===== config.mk =====
export PLATFORM = sky130hd
export DESIGN_NAME = rr_bus_arbiter
export DESIGN_NICKNAME = d
export VERILOG_FILES = /design/src/rtl/rr_bus_arbiter.sv
export SDC_FILE = /design/constraint.sdc
export NUM_CORES = 1
export LEC_CHECK = 0
export ABC_AREA = 1
export BUFFER_PORTS_ARGS = -buffer_cell sky130_fd_sc_hd__clkbuf_2
export CORE_MARGIN = 4
export CORE_UTILIZATION = 45
export DETAILED_ROUTE_END_ITERATION = 16
export GPL_ROUTABILITY_DRIVEN = 0
export PLACE_DENSITY_LB_ADDON = 0.15
export SLEW_MARGIN = 20
export SYNTH_ARGS = -nofsm -noshare
export SYNTH_HDL_FRONTEND = slang
export SYNTH_SLANG_ARGS = --single-unit

===== constraint.sdc =====
create_clock -name clk -period 2.1 [get_ports clk]
set_input_delay 0.42 -clock clk [delete_from_list [all_inputs] [get_ports clk]]
set_output_delay 0.42 -clock clk [all_outputs]
set_load 0.005 [all_outputs]

===== src/rtl/rr_bus_arbiter.sv =====
// Round-robin arbiter sharing one N-bit bus among 2**S requesters, with valid/ready output.
// Optional grant timeout with revocation enabled by defining RR_BUS_ARBITER_TIMEOUT_EN.

module mux #(
  parameter int unsigned N = 4,
  parameter int unsigned S = 2
) (
  input  logic [(2**S)-1:0][N-1:0] buses,
  input  logic [S-1:0]             select,
  output logic [N-1:0]             result
);
  assign result = buses[select];
endmodule

module rr_bus_arbiter #(
  parameter int unsigned N       = 4,
  parameter int unsigned S       = 2,
  parameter int unsigned TIMEOUT = 8
) (
  input  logic                     clk,
  input  logic                     rst,
  input  logic [(2**S)-1:0]        req,
  input  logic [(2**S)-1:0][N-1:0] buses,
  output logic [(2**S)-1:0]        grant,
  output logic [S-1:0]             select,
  output logic                     out_valid,
  input  logic                     out_ready,
  output logic [N-1:0]             result,
  output logic                     err_timeout
);
  localparam int unsigned R = 2**S;

  typedef enum logic [0:0] {StIdle, StGrant} state_e;

  state_e         state_q, state_d;
  logic [S-1:0]   ptr_q, ptr_d;
  logic [S-1:0]   select_q, select_d;
  logic [R-1:0]   grant_q, grant_d;
  logic           err_q, err_d;
  logic           accept, holding, timeout_hit;
  logic [S-1:0]   arb_ptr, win, idx;
  logic           win_found;
  logic [N-1:0]   mux_out;

  if (TIMEOUT < 1) begin : g_bad_timeout
    $error("TIMEOUT must be at least 1");
  end

  assign accept  = (state_q == StGrant) && out_ready;
  // Grantee still requesting and not accepted: candidate for waiting/timeout.
  assign holding = (state_q == StGrant) && !out_ready && req[select_q];

`ifdef RR_BUS_ARBITER_TIMEOUT_EN
  localparam int unsigned CW = $clog2(TIMEOUT + 1);
  logic [CW-1:0] cnt_q, cnt_d;

  assign timeout_hit = holding && (cnt_q == CW'(TIMEOUT - 1));

  always_comb begin
    cnt_d = '0;
    if (holding && !timeout_hit) cnt_d = cnt_q + CW'(1);
  end

  always_ff @(posedge clk) begin
    if (rst) cnt_q <= '0;
    else     cnt_q <= cnt_d;
  end
`else
  assign timeout_hit = 1'b0;
`endif

  assign arb_ptr = (accept || timeout_hit) ? select_q + S'(1) : ptr_q;

  // First requester at or after arb_ptr, wrapping around.
  always_comb begin
    win       = '0;
    win_found = 1'b0;
    idx       = '0;
    for (int unsigned k = 0; k < R; k++) begin
      idx = arb_ptr + S'(k);
      if (!win_found && req[idx]) begin
        win       = idx;
        win_found = 1'b1;
      end
    end
  end

  always_comb begin
    state_d  = state_q;
    ptr_d    = ptr_q;
    select_d = select_q;
    grant_d  = grant_q;
    err_d    = 1'b0;
    unique case (state_q)
      StIdle: begin
        if (win_found) begin
          select_d = win;
          grant_d  = R'(1) << win;
          state_d  = StGrant;
        end
      end
      StGrant: begin
        if (accept || timeout_hit) begin
          ptr_d = arb_ptr;
          err_d = timeout_hit;
          if (win_found) begin
            select_d = win;
            grant_d  = R'(1) << win;
          end else begin
            grant_d = '0;
            state_d = StIdle;
          end
        end else if (!req[select_q]) begin
          grant_d = '0;
          state_d = StIdle;
        end
      end
      default: state_d = StIdle;
    endcase
  end

  always_ff @(posedge clk) begin
    if (rst) begin
      state_q  <= StIdle;
      ptr_q    <= '0;
      select_q <= '0;
      grant_q  <= '0;
      err_q    <= 1'b0;
    end else begin
      state_q  <= state_d;
      ptr_q    <= ptr_d;
      select_q <= select_d;
      grant_q  <= grant_d;
      err_q    <= err_d;
    end
  end

  mux #(
    .N(N),
    .S(S)
  ) u_mux (
    .buses  (buses),
    .select (select_q),
    .result (mux_out)
  );

  assign grant       = grant_q;
  assign select      = select_q;
  assign out_valid   = (state_q == StGrant);
  assign result      = out_valid ? mux_out : '0;
  assign err_timeout = err_q;

endmodule


==> results.py, run 1 <==
metrics = {
    "status": {
        "status": "complete, no violations",
    },
    "place": {
        "numPortBuffers": 33,
        "dp_cells": 220,
        "dp_hpwl_mm": 2.15,
        "pre_cts_ws_ns": 0.0869,
    },
    "timing": {
        "setup_viol": 0,
        "fin_crit_ns": 1.88,
        "max_freq_ghz": 0.533,
        "hold_viol_final": 0,
        "period_share_pct": 89.3,
        "final.setup.worst_slack_ns": 0.224,
        "rsz0062_at_grt": "false",
        "finalClockSkew_ns": 0.00294,
        "whs_ns": 0.469,
        "finalMaxSlewViolations": 0,
        "fin_tns_setup_ns": 0,
    },
    "critical_path": {
        "critical_path.endpoint_type": "flip-flop",
        "r2r-end": "grant[0]",
        "startpoint": "select[0]",
        "worstSetupPathType": "reg2reg",
        "crit_required_ns": 2.25,
        "reg2reg_slack_ns": 0.22,
        "critPathMaxFanout": 6,
        "start_kind": "flip-flop",
        "arrival_ns": 2.02,
        "reg2reg_from": "select[0]",
        "worst_r2r_path_depth": 13,
        "endpoint": "grant[0]",
    },
    "finish": {
        "areaGrowthSynthToFinish_pct": 23.1,
        "seq_area_um2": 181,
        "drive_gt1_share_pct": 40.6,
        "fillers": 212,
        "multiInputGateArea_um2": 732,
        "instances_no_fill": 224,
        "final_nets": 221,
        "antennaDiodeCount": 0,
    },
    "clock_tree": {
        "clock_sinks": 9,
        "htree_num_levels": 1,
        "holdBufCountCts": 0,
        "root_buffer": "clkbuf_4",
        "clk_latency_ns": 0.26,
        "cts_resized": 0,
        "cts_tree": "done",
        "clock_path_buffers": 2,
        "cts_made_buffers": 3,
        "path_clk_slew_ns": 0.06,
        "post-cts-setup-buffer-count": 0,
    },
    "detailed_routing": {
        "wl_per_cell_um": 11.3,
        "totalWireLength_mm": 2.53,
        "drc_errors": 0,
        "ant_nets": 0,
        "firstDrtPassIters": 4,
        "via_per_inst": 4.99,
        "first_iter_violations": 17,
        "top_layer_used": "met4",
        "routed-via-count": 1117,
        "wl_met2_mm": 1.26,
        "dr_wl_met3_um": 57,
        "drt-met1-wl_mm": 1.20,
    },
    "yosys": {
        "ys_ff_latch": 9,
        "synthCells": 161,
        "synth_commonest_cells": "35 x nand2_1, 23 x nor2_1, 15 x nand2_2",
        "synth_fp_nets": 184,
        "seq_area_frac_synth_pct": 18.0,
        "synth.most_common_cell": "nand2_1",
        "synth_ff_type": "dfxtp_1",
        "syn_area_um2": 998,
        "syn_avg_cell_area_um2": 6.20,
        "synthTopCellsByArea": "dfxtp_1 18%, nand2_1 13%, nand2_2 9.4%, nor2_1 8.6%, nand3_1 5.5%",
        "yosysTopAreaCell": "dfxtp_1",
        "synth_edf_count": 0,
        "yosysTopAreaCellShare_pct": 18.0,
        "async_reset_ff_share_pct": 0,
        "yosys_warnings": 0,
        "ys_types": 25,
    },
    "floorplanning": {
        "dieHeight_um": 55.1,
        "core-area_mm2": 0.00204,
        "io_pins": 35,
        "start_util_pct": 48.9,
        "rows": 16,
        "fp.dieW_um": 55.1,
        "die_area_mm2": 0.00304,
    },
    "global_route": {
        "first_global_vias": 1052,
        "grt_antenna_before_repair": 0,
        "grt_overflow": 0,
        "grt.total_usage_pct": 19.9,
        "grt_max_degree": 11,
        "grt_pass1_wl_mm": 4.42,
    },
    "power_and_ir_drop": {
        "power_density_mw_per_mm2": 795,
        "ir_worst_vdd_uv": 496,
        "power_leakage_nw": 0.625,
        "finalPower_w": 0.000976,
    },
    "worst_hold_path": {
        "hp-class": "in2reg",
    },
    "flow_run": {
        "maxCapViolations": 0,
    },
}
through the flow:
| stage | area (µm²) | utilization, % |
|---|---|---|
| floorplan | 998 | - |
| global placement | 1200 | 58.8 |
| detailed placement | 1200 | 58.8 |
| CTS | 1230 | 60.1 |
| global route | 1230 | 60.2 |
| finish | 1230 | 60.2 |
report_power, final:
part	total (W)	leakage [nW]	internal (W)	switching (W)
Sequential	0.000236	0.0741	0.000203	0.0000329
Combinational	0.000607	0.536	0.000230	0.000377
Clock	0.000133	0.0150	0.0000732	0.0000602
Total	0.000976	0.625	0.000506	0.000470
state kept, by name (all words and copies together) (netlist names):
register and count:
grant 4, ptr_q 2, select 2, out_valid 1
worst max-delay path, stage by stage (launching register included):
cell and delay (ns):
dfxtp_1 0.43, inv_1 0.11, nand2_2 0.10, nand3_2 0.11, nand2_2 0.16, inv_2 0.09
o21ai_1 0.18, nand4_1 0.14, nand2_2 0.15, nand2_1 0.06, nand2_1 0.06, inv_1 0.04
nand2_1 0.07, a21oi_2 0.05
metal layers:
metal	track usage, %	vias up
met3	1.61	2
met1	24.3	515
met2	36.8	13
met5	0	-
li1	-	587
met4	5.67	0
layout by cell type (no fill, tap or decap):
master    count
nor2_1       23
conb_1        1
nor2_2        2
nand3_1      11
nand3_2       5
nand4_1       3
inv_2         4
a21oi_1       9
dfxtp_1       8
a211oi_1      1
nand2_4       4
o21ai_0      10
o21ai_4       2
buf_4         3
dfxtp_2       1
nand2_1      35
nand2_8       1
nor2_4        2
nand2_2      15
clkinv_1      2
clkbuf_1      1
clkbuf_4      3
a21oi_2       4
o21ai_1       1
inv_1        12
nand3_4       1
clkbuf_2     33
cell families after synthesis:
group | Yosys count | share of synthesized area [%]
compound gates | 27 | 17.5
buf+inv | 22 | 8.65
flops | 9 | 18.0
other cells | 1 | 0.376
simple gates | 102 | 55.4
worst min-delay path by stage:
stage                     depth (start not counted)        to     start
final                                             2  grant[2]       rst
after global routing                              2  grant[2]       rst
after CTS                                         2  grant[2]       rst
after detailed placement                          2  grant[3]  grant[3]
after global placement                            2  grant[3]  grant[3]
after floorplan                                   2  grant[0]  grant[0]
cell type report:
class	count	share of cell area (%)
Multi-Input combinational cell	130	59.6
Inverter	18	5.50
Timing Repair Buffer	36	15.3
Tap cell	27	2.75
Sequential cell	9	14.8
Clock buffer	4	2.14
Note: power is estimated with default switching activity, not from simulation.
==> run 2, diff against run 1 <==
--- a/config.mk
+++ b/config.mk
@@ -6,7 +6,7 @@
 export NUM_CORES = 1
 export LEC_CHECK = 0
 export ABC_AREA = 1
-export BUFFER_PORTS_ARGS = -buffer_cell sky130_fd_sc_hd__clkbuf_2
+export BUFFER_PORTS_ARGS = -buffer_cell sky130_fd_sc_hd__buf_2
 export CORE_MARGIN = 4
 export CORE_UTILIZATION = 45
 export DETAILED_ROUTE_END_ITERATION = 16
==> results.py, run 2 (synthesis gave the netlist of run 1 again) <==
metrics = {
    "critical_path": {
        "cp_top_family": "simple AND/OR/NAND/NOR gates",
        "cp_cell_sequence": "nand2_2, clkinv_1, nand3_2, nand2_2, inv_2, o21ai_1, nand4_1, nand2_2, nand2_1, nand2_1, inv_1, nand2_1, a21oi_2",
        "start_kind": "flip-flop",
        "worstSetupPathType": "reg2reg",
        "critical_path.endpoint_type": "flip-flop",
        "cp.depth": 13,
        "cp_slowest_stage_delay_ns": 0.41,
        "startpoint": "out_valid",
        "crit_slowest_cell": "dfxtp_2",
        "critPathMaxFanout": 6,
        "reg2reg_from": "out_valid",
        "crit_required_ns": 2.25,
        "arrival_ns": 1.98,
        "crit_buf_inv": 3,
        "worst_r2r_path_depth": 13,
    },
    "power_and_ir_drop": {
        "finalPower_w": 0.000984,
        "power_leakage_nw": 0.632,
        "p_seq_share_pct": 23.9,
        "switching_share_pct": 47.8,
        "clkPwrFrac_pct": 13.3,
        "pwr-share-comb_pct": 62.8,
        "intPower_w": 0.000513,
        "p_sw_w": 0.000471,
        "power_density_mw_per_mm2": 795,
        "ir_worst_vdd_uv": 572,
    },
    "timing": {
        "fin_crit_ns": 1.84,
        "setup_viol": 0,
        "finalMaxSlewViolations": 0,
        "max_freq_ghz": 0.544,
        "rsz0062_at_grt": "false",
        "hold_viol_final": 0,
        "period_share_pct": 87.6,
        "finalClockSkew_ns": 0.00244,
        "fin_tns_setup_ns": 0,
    },
    "detailed_routing": {
        "first_iter_violations": 12,
        "via_per_inst": 5.09,
        "routed-via-count": 1145,
        "wl_per_cell_um": 11.6,
        "drc_errors": 0,
        "ant_nets": 0,
        "totalWireLength_mm": 2.61,
        "firstDrtPassIters": 4,
    },
    "clock_tree": {
        "clock_path_buffers": 2,
        "htree_num_levels": 1,
        "clk_latency_ns": 0.25,
        "root_buffer": "clkbuf_4",
        "path_clk_slew_ns": 0.06,
        "clock_sinks": 9,
        "cts_made_buffers": 3,
        "post-cts-setup-buffer-count": 0,
        "cts_tree": "done",
    },
    "finish": {
        "final_cell_mix": "35 x nand2_1, 33 x buf_2, 23 x nor2_1, 15 x nand2_2, 12 x inv_1",
        "layout_commonest_cell": "nand2_1",
        "final_nets": 222,
        "largest_reg_flops": 4,
        "fin_util_pct": 60.6,
        "areaGrowthSynthToFinish_pct": 23.9,
        "instances_no_fill": 225,
        "antennaDiodeCount": 0,
        "drive_gt1_share_pct": 41.4,
    },
    "global_route": {
        "grt_pass1_wl_mm": 4.60,
        "grt_overflow": 0,
        "first_global_vias": 1132,
        "grt.total_usage_pct": 20.3,
        "grt_max_degree": 11,
        "grt_antenna_before_repair": 0,
    },
    "floorplanning": {
        "rows": 16,
        "die_area_mm2": 0.00304,
        "fp.dieW_um": 55.1,
        "start_util_pct": 48.9,
        "io_pins": 35,
        "dieHeight_um": 55.1,
        "core-area_mm2": 0.00204,
    },
    "place": {
        "dp_hpwl_mm": 2.19,
        "dp_cells": 221,
        "numPortBuffers": 33,
    },
    "worst_hold_path": {
        "min_from": "rst",
        "min_path_cells": 2,
        "hp-class": "in2reg",
    },
    "flow_run": {
        "maxCapViolations": 0,
    },
    "status": {
        "status": "complete, no violations",
    },
}
[run 2: metal layers]
| metal | global-route usage [%] | wire length, µm |
|---|---|---|
| met5 | 0 | 0 |
| met4 | 7.29 | 35 |
| met3 | 2.95 | 111 |
| met2 | 37.2 | 1290 |
| met1 | 23.7 | 1170 |
[run 2: worst paths after layout]
path / slack, ns / endpoint
worst min-delay path: 0.45 / grant[3]
worst max register to register: 0.26 / grant[0]
worst min register to register: 0.48 / grant[0]
worst max-delay path: 0.26 / grant[0]
[run 2: metrics by stage]
| step | instance area [µm²] | hold slack (ns) | worst slack, ns |
|---|---|---|---|
| after floorplan | 998 | 0.473 | 0.382 |
| after global placement | 1210 | 0.462 | 0.177 |
| after detailed placement | 1210 | 0.471 | 0.0944 |
| after CTS | 1230 | 0.445 | 0.168 |
| after global routing | 1240 | 0.456 | 0.0824 |
| final | 1240 | 0.452 | 0.261 |
[run 2: final cells by class]
cell class / count / area (µm²)
clock buffer: 4 / 26.3
fill: 209 / 805
inverter: 18 / 67.6
multi-input combinational: 130 / 732
sequential: 9 / 183
tap: 27 / 33.8
timing repair buffer: 37 / 195
[run 2: timing repair]
action,CTS,global route
setup endpoints to repair,0,2
resized for setup,0,2
hold buffers,0,0
[run 2: power by group through the flow]
| stage | Clock, W | Combinational [W] | Sequential [W] |
|---|---|---|---|
| after CTS | 0.000134 | 0.000621 | 0.000232 |
| after global routing | 0.000141 | 0.000699 | 0.000239 |
| after global placement | 0 | 0.000605 | 0.000234 |
| after detailed placement | 0 | 0.000617 | 0.000235 |
| final | 0.000131 | 0.000618 | 0.000235 |
| after floorplan | 0 | 0.000446 | 0.000236 |
